File: config.mk
export PLATFORM = sky130hd
export DESIGN_NAME = barrel_thread_scheduler_flat
export DESIGN_NICKNAME = d
export VERILOG_FILES = /design/src/rtl/barrel_thread_scheduler_if.sv /design/src/rtl/barrel_thread_scheduler.sv /design/src/flat_wrapper.sv
export SDC_FILE = /design/constraint.sdc
export NUM_CORES = 1
export LEC_CHECK = 0
export ABC_AREA = 1
export BUFFER_PORTS_ARGS = -buffer_cell sky130_fd_sc_hd__buf_4
export CORE_UTILIZATION = 51
export CTS_CLUSTER_SIZE = 24
export DETAILED_ROUTE_END_ITERATION = 12
export GPL_TIMING_DRIVEN = 0
export MAX_ROUTING_LAYER = met4
export PLACE_DENSITY = 0.84
export SLEW_MARGIN = 20
export SYNTH_ARGS = -nofsm -noshare
export SYNTH_HDL_FRONTEND = slang
export SYNTH_SLANG_ARGS = --single-unit
File: constraint.sdc
create_clock -name clk -period 1.8 [get_ports clk]
set_clock_uncertainty 0.15 [all_clocks]
set_input_delay 0.36 -clock clk [delete_from_list [all_inputs] [get_ports clk]]
set_output_delay 0.36 -clock clk [all_outputs]
set_load 0.01 [all_outputs]
File: src/rtl/barrel_thread_scheduler_if.sv
// Bundles the scheduler's thread-control inputs and issue/writeback outputs.
//   master : the core-side controller. It drives thread enables and stall
//            set/clear requests and observes the issue and writeback slots.
//   slave  : the scheduler itself.
// Signals:
//   i_thread_en        per-thread enable, bit n = thread n may issue
//   i_stall_set_valid  block thread i_stall_set_tid
//   i_stall_set_tid    thread to block
//   i_stall_clr_valid  unblock thread i_stall_clr_tid
//   i_stall_clr_tid    thread to unblock
//   o_issue_valid      current slot carries a live instruction
//   o_issue_tid        thread owning the current slot
//   o_wb_valid         writeback slot is live
//   o_wb_tid           thread owning the writeback slot
//   o_stalled_mask     registered per-thread stall bits
//   o_all_idle         no thread is both enabled and unstalled
interface barrel_thread_scheduler_if #(
    parameter int NUM_THREADS = 16,
    parameter int TID_WIDTH   = $clog2(NUM_THREADS)
);
    logic [NUM_THREADS-1:0] i_thread_en;
    logic                   i_stall_set_valid;
    logic [TID_WIDTH-1:0]   i_stall_set_tid;
    logic                   i_stall_clr_valid;
    logic [TID_WIDTH-1:0]   i_stall_clr_tid;
    logic                   o_issue_valid;
    logic [TID_WIDTH-1:0]   o_issue_tid;
    logic                   o_wb_valid;
    logic [TID_WIDTH-1:0]   o_wb_tid;
    logic [NUM_THREADS-1:0] o_stalled_mask;
    logic                   o_all_idle;

    modport master (
        output i_thread_en,
        output i_stall_set_valid,
        output i_stall_set_tid,
        output i_stall_clr_valid,
        output i_stall_clr_tid,
        input  o_issue_valid,
        input  o_issue_tid,
        input  o_wb_valid,
        input  o_wb_tid,
        input  o_stalled_mask,
        input  o_all_idle
    );

    modport slave (
        input  i_thread_en,
        input  i_stall_set_valid,
        input  i_stall_set_tid,
        input  i_stall_clr_valid,
        input  i_stall_clr_tid,
        output o_issue_valid,
        output o_issue_tid,
        output o_wb_valid,
        output o_wb_tid,
        output o_stalled_mask,
        output o_all_idle
    );
endinterface

File: src/rtl/barrel_thread_scheduler.sv
// Issue-slot sequencer for the barrel-threaded core.
// A fixed round-robin pointer walks over NUM_THREADS slots, one per cycle.
// Each slot is granted to its own thread only when that thread is enabled
// and not blocked on a multi-cycle operation. Slots are never handed to a
// different thread, so barrel timing stays fixed. Issued {valid, tid} pairs
// travel down a fully reset delay line to tag writeback WB_LATENCY cycles
// later.
// Ports:
//   clk    core clock
//   reset  synchronous active-high reset
//   bus    barrel_thread_scheduler_if.slave (enables, stall set/clr,
//          issue/writeback slots, stall mask, all-idle flag)
module barrel_thread_scheduler #(
    parameter int NUM_THREADS = 16,
    parameter int TID_WIDTH   = $clog2(NUM_THREADS),
    parameter int WB_LATENCY  = 8
) (
    input  logic clk,
    input  logic reset,
    barrel_thread_scheduler_if.slave bus
);

    localparam logic [TID_WIDTH-1:0] LAST_TID = TID_WIDTH'(NUM_THREADS - 1);

    logic [TID_WIDTH-1:0]   ptr;
    logic [NUM_THREADS-1:0] stall;
    logic [NUM_THREADS-1:0] stall_next;
    logic                   issue_valid;
    logic [TID_WIDTH-1:0]   issue_tid;
    logic                   wb_vld [WB_LATENCY];
    logic [TID_WIDTH-1:0]   wb_tid [WB_LATENCY];

    // Clear is applied before set, so a set and clear of the same thread in
    // one cycle leaves it stalled. Comparing against each legal thread index
    // makes out-of-range tids fall through without touching any bit.
    always_comb begin
        stall_next = stall;
        for (int n = 0; n < NUM_THREADS; n++) begin
            if (bus.i_stall_clr_valid && (bus.i_stall_clr_tid == TID_WIDTH'(n))) begin
                stall_next[n] = 1'b0;
            end
        end
        for (int n = 0; n < NUM_THREADS; n++) begin
            if (bus.i_stall_set_valid && (bus.i_stall_set_tid == TID_WIDTH'(n))) begin
                stall_next[n] = 1'b1;
            end
        end
    end

    // Issue stage: the grant uses stall_next so that a stall raised in this
    // cycle already suppresses the slot being registered now.
    always_ff @(posedge clk) begin
        if (reset) begin
            ptr         <= '0;
            stall       <= '0;
            issue_valid <= 1'b0;
            issue_tid   <= '0;
        end else begin
            stall       <= stall_next;
            issue_tid   <= ptr;
            issue_valid <= bus.i_thread_en[ptr] & ~stall_next[ptr];
            ptr         <= (ptr == LAST_TID) ? '0 : ptr + TID_WIDTH'(1);
        end
    end

    // Writeback delay line: every stage is cleared on reset so nothing issued
    // before reset can surface as a writeback afterwards.
    always_ff @(posedge clk) begin
        if (reset) begin
            for (int k = 0; k < WB_LATENCY; k++) begin
                wb_vld[k] <= 1'b0;
                wb_tid[k] <= '0;
            end
        end else begin
            wb_vld[0] <= issue_valid;
            wb_tid[0] <= issue_tid;
            for (int k = 1; k < WB_LATENCY; k++) begin
                wb_vld[k] <= wb_vld[k-1];
                wb_tid[k] <= wb_tid[k-1];
            end
        end
    end

    assign bus.o_issue_valid  = issue_valid;
    assign bus.o_issue_tid    = issue_tid;
    assign bus.o_wb_valid     = wb_vld[WB_LATENCY-1];
    assign bus.o_wb_tid       = wb_tid[WB_LATENCY-1];
    assign bus.o_stalled_mask = stall;
    // Informational only; issue does not consult it.
    assign bus.o_all_idle     = ~|(bus.i_thread_en & ~stall);

endmodule

File: src/flat_wrapper.sv
// flat-port wrapper written by rule: the top's interface ports become plain ports
module barrel_thread_scheduler_flat 
#(
    parameter int NUM_THREADS = 16,
    parameter int TID_WIDTH   = $clog2(NUM_THREADS),
    parameter int WB_LATENCY  = 8
)
  (clk, reset, bus_i_thread_en, bus_i_stall_set_valid, bus_i_stall_set_tid, bus_i_stall_clr_valid, bus_i_stall_clr_tid, bus_o_issue_valid, bus_o_issue_tid, bus_o_wb_valid, bus_o_wb_tid, bus_o_stalled_mask, bus_o_all_idle);
  barrel_thread_scheduler_if #(.NUM_THREADS(NUM_THREADS), .TID_WIDTH(TID_WIDTH)) bus_i ();
  input  logic clk;
  input  logic reset;
  input wire logic [$bits(bus_i.i_thread_en)-1:0] bus_i_thread_en;
  input wire logic [$bits(bus_i.i_stall_set_valid)-1:0] bus_i_stall_set_valid;
  input wire logic [$bits(bus_i.i_stall_set_tid)-1:0] bus_i_stall_set_tid;
  input wire logic [$bits(bus_i.i_stall_clr_valid)-1:0] bus_i_stall_clr_valid;
  input wire logic [$bits(bus_i.i_stall_clr_tid)-1:0] bus_i_stall_clr_tid;
  output wire logic [$bits(bus_i.o_issue_valid)-1:0] bus_o_issue_valid;
  output wire logic [$bits(bus_i.o_issue_tid)-1:0] bus_o_issue_tid;
  output wire logic [$bits(bus_i.o_wb_valid)-1:0] bus_o_wb_valid;
  output wire logic [$bits(bus_i.o_wb_tid)-1:0] bus_o_wb_tid;
  output wire logic [$bits(bus_i.o_stalled_mask)-1:0] bus_o_stalled_mask;
  output wire logic [$bits(bus_i.o_all_idle)-1:0] bus_o_all_idle;
  assign bus_i.i_thread_en = bus_i_thread_en;
  assign bus_i.i_stall_set_valid = bus_i_stall_set_valid;
  assign bus_i.i_stall_set_tid = bus_i_stall_set_tid;
  assign bus_i.i_stall_clr_valid = bus_i_stall_clr_valid;
  assign bus_i.i_stall_clr_tid = bus_i_stall_clr_tid;
  assign bus_o_issue_valid = bus_i.o_issue_valid;
  assign bus_o_issue_tid = bus_i.o_issue_tid;
  assign bus_o_wb_valid = bus_i.o_wb_valid;
  assign bus_o_wb_tid = bus_i.o_wb_tid;
  assign bus_o_stalled_mask = bus_i.o_stalled_mask;
  assign bus_o_all_idle = bus_i.o_all_idle;
  barrel_thread_scheduler #(.NUM_THREADS(NUM_THREADS), .TID_WIDTH(TID_WIDTH), .WB_LATENCY(WB_LATENCY)) u_core (.clk(clk), .reset(reset), .bus(bus_i));
endmodule
==> flow_summary_export.csv <==
group,metric,value,unit
placed_design,dp_worst_setup_slack,-0.116,ns
final_layout,areaGrowthSynthToFinish,30.3,%
clock_tree,cts_inserted_buffers,9,
yosys,synth.cells.most_frequent,"67 x inv_1, 65 x dfxtp_1, 56 x nor2_1, 41 x nand3_1, 32 x nand2_1",
clock_tree,hold_buffers,0,
status,outcome,"finished with violations",
drt,wl_per_cell,13.5,µm
drt,firstDrtPassIters,7,
global_route,grt_first_pass_wirelength,10700,µm
yosys,yosysTopAreaCellShare,50.1,%
yosys,synthTopCellsByArea,"dfxtp_1 50%, inv_1 9.7%, nor2_1 8.1%",
placed_design,numPortBuffers,52,
clock_tree,clkLatencyLatePin,0.34,ns
yosys,post_synth_xor_area_fraction,0,%
clock_tree,clk_transition_reported_paths,0.07,ns
power_and_ir_drop,power_switching,0.779,mW
power_and_ir_drop,power.density_cell_area,936,nW/µm²
yosys,synth_warnings,0,
yosys,synth.net_count,381,
yosys,synth_cell_types,25,
timing,worst_slack,-0.136,ns
yosys,synth.largest_area_cell,"dfxtp_1",
placed_design,detailed_place_hpwl,4620,µm
global_route,antenna_found_initial,0,
yosys,edff_count_synth,0,
floorplanning,chipHeight,73.4,µm
worst_setup_path,cp.required,1.29,ns
global_route,grt_start_max_net_pins,13,
floorplanning,initial_core_util,53.9,%
timing,tightest_slew,0.552,ns
global_route,first_global_vias,2349,
clock_tree,cts_num_sinks,65,
drt,vias,2522,
power_and_ir_drop,power.clock.fraction,42.3,%
clock_tree,ctsRootBufferMaster,"clkbuf_8",
clock_tree,clk_path_buf_depth,2,
drt,routed_wl,6650,µm
power_and_ir_drop,total_leakage_power,1.51,nW
timing,hold_violations,0,
status,failed_checks,"setup timing",
yosys,post_synth_inst_count,352,
clock_tree,htree_num_levels,3,
final_layout,num_antenna_cells,0,
final_layout,final_layout_size_suffix_gt1_share,24.8,%
power_and_ir_drop,finalPower,3.17,mW
power_and_ir_drop,combPwrFrac,10.8,%
timing,grt_setup_unrepaired,"true",
worst_setup_path,cp_data_arrival_time,1.43,ns
drt,route.detailed.drc,0,
min_path,worst_hold_path_type,"primary input to register",
clock_tree,cts_tree,"built",
timing,slew_headroom,63.2,%
timing,total_of_endpoints_with_negative_setup_slack_in_the_final_report,1,
power_and_ir_drop,power.switching_fraction,24.6,%
worst_setup_path,timing.critical_path.to_type,"output port",
floorplanning,core_region_area,4820,µm²
worst_setup_path,setup.worst_path.start_class,"register",
yosys,yosysMostFrequentCell,"inv_1",
yosys,synth_simple_gate_area_share,23.4,%
global_route,track_usage,27.7,%
yosys,synthMuxAreaShare,0,%
timing,final_max_slew_viol_count,0,
yosys,synthAdderAreaFrac,0.482,%
power_and_ir_drop,vdd.ir_drop.worst,646,µV
yosys,yosys_register_bits,65,
floorplanning,num_rows,25,
drt,route.antenna.remaining_nets,0,
flow_run,max-cap-violations,0,
yosys,synth-main-ff-cell,"dfxtp_1",
timing,period_needed,1.94,ns
drt,drt-vias-per-instance,5.14,
yosys,synth_compound_gate_area_share,12.1,%
worst_setup_path,timing.critical_path.fanout_max,3,
yosys,synthesis.area_per_instance,7.38,µm²
power_and_ir_drop,seqPwrFrac,46.9,%
timing,max_freq,517,MHz
placed_design,routabilityCongestion,0.964,
drt,drtIter0Drc,263,
worst_setup_path,worst_setup_path_class,"register to output port",
floorplanning,fp.dieArea,5380,µm²
yosys,synth.yosys.seq_area_share,50.1,%
timing,post-route-period-util,108,%
floorplanning,io-pin-count,55,
floorplanning,die_width,73.4,µm
yosys,dominant_combinational_cell_family_by_area_after_synthesis,"simple AND/OR/NAND/NOR gates",
global_route,grt_overflow_total,0,
power_and_ir_drop,internal-power,2.39,mW
yosys,mappedNetlistArea,2600,µm²
yosys,ys_async_sr_fraction,0,%
final_layout,layout.nets,448,
-- repair_timing --
| action | in CTS | in global routing |
|---|---|---|
| pin swaps | 3 | 3 |
| resized for setup | 13 | 9 |
| endpoints found under the setup margin | 1 | 2 |
| buffers inserted | 3 | 1 |
-- worst paths after layout --
path                                 start                            to  slack [ns]  cells after the start
max reg2reg                  u_core.ptr[0]      u_core.bus.o_issue_valid        0.15                      9
min reg2reg            u_core.wb_tid[1][0]           u_core.wb_tid[1][4]        0.25                      2
max          u_core.bus.o_stalled_mask[10]                bus_o_all_idle       -0.14                      4
min                  bus_i_stall_set_valid  u_core.bus.o_stalled_mask[2]        0.22                      3
-- placed cells by master (no fill, tap or decap), types with 2 or more instances in the layout --
| cell type | netlist | routed |
|---|---|---|
| inv_1 | 67 | 66 |
| buf_4 | 8 | 62 |
| dfxtp_1 | 65 | 58 |
| nor2_1 | 56 | 56 |
| nand3_1 | 41 | 41 |
| nand2_1 | 32 | 31 |
| a21oi_1 | 25 | 25 |
| o21ai_0 | 14 | 12 |
| o21ai_1 | 9 | 9 |
| clkbuf_8 | 0 | 9 |
| clkbuf_1 | 7 | 8 |
| dfxtp_2 | 0 | 7 |
| inv_2 | 5 | 6 |
| o22ai_1 | 5 | 3 |
| o21ai_2 | 0 | 2 |
| buf_6 | 0 | 2 |
| nor3_2 | 2 | 2 |
| a31oi_1 | 2 | 2 |
| o21bai_1 | 2 | 2 |
| bufinv_16 | 0 | 2 |
-- critical path: stages (launching register included) --
cell,delay (ns)
dfxtp_2,0.36
o22ai_2,0.11
nor4_4,0.34
and2_4,0.20
buf_6,0.09
-- power by group through the flow --
stage          clock (mW)  sequential, mW  combinational, mW
6_report             1.34            1.49              0.341
5_1_grt              1.41            1.49              0.378
4_1_cts              1.36            1.49              0.327
3_5_place_dp            0            1.52              0.314
3_3_place_gp            0            1.52              0.307
2_1_floorplan           0            1.52              0.179
-- cells by family (layout without fill, tap and decap cells) --
group	Yosys count	in the layout
AOI/OAI and AO/OA	59	59
buffers and inverters	88	160
DFF	65	65
and+or+nand+nor	139	139
adders and majority gates	1	1
-- stage by stage --
stage | hold slack (ns) | instance area, µm² | cells | TNS (ns) | utilization [%]
finish | 0.221 | 3390 | 491 | -0.136 | 70.3
floorplan | 0.238 | 2600 | 352 | 0 | -
CTS | 0.207 | 3360 | 490 | -0.123 | 69.7
global route | 0.227 | 3390 | 491 | -0.186 | 70.3
global placement | 0.239 | 3070 | 471 | -0.0906 | 63.8
detailed placement | 0.242 | 3070 | 471 | -0.116 | 63.8
-- state kept, by name, indices dropped and copies added, names as in the netlist --
name                       cells
u_core.bus.o_issue_tid         4
u_core.bus.o_issue_valid       1
u_core.bus.o_stalled_mask     16
u_core.ptr                     4
u_core.wb_tid                 32
u_core.wb_vld                  8
-- layout make-up --
class | count | area, µm²
buffer | 16 | 95.1
tap | 67 | 83.8
multi-input combinational | 199 | 985
clock inverter | 6 | 90.1
clock buffer | 10 | 128
inverter | 72 | 270
sequential | 65 | 1310
timing repair buffer | 56 | 424
fill | 411 | 1430
-- per-layer routing --
layer	vias to the layer above	share of wire [%]	track usage, %
li1	1228	-	-
met1	1131	42	34.2
met2	140	46	44.1
met3	23	9.6	5.08
met4	0	2.6	12.8
met5	-	0	-
No activity file was read; power rests on OpenSTA's default activity.
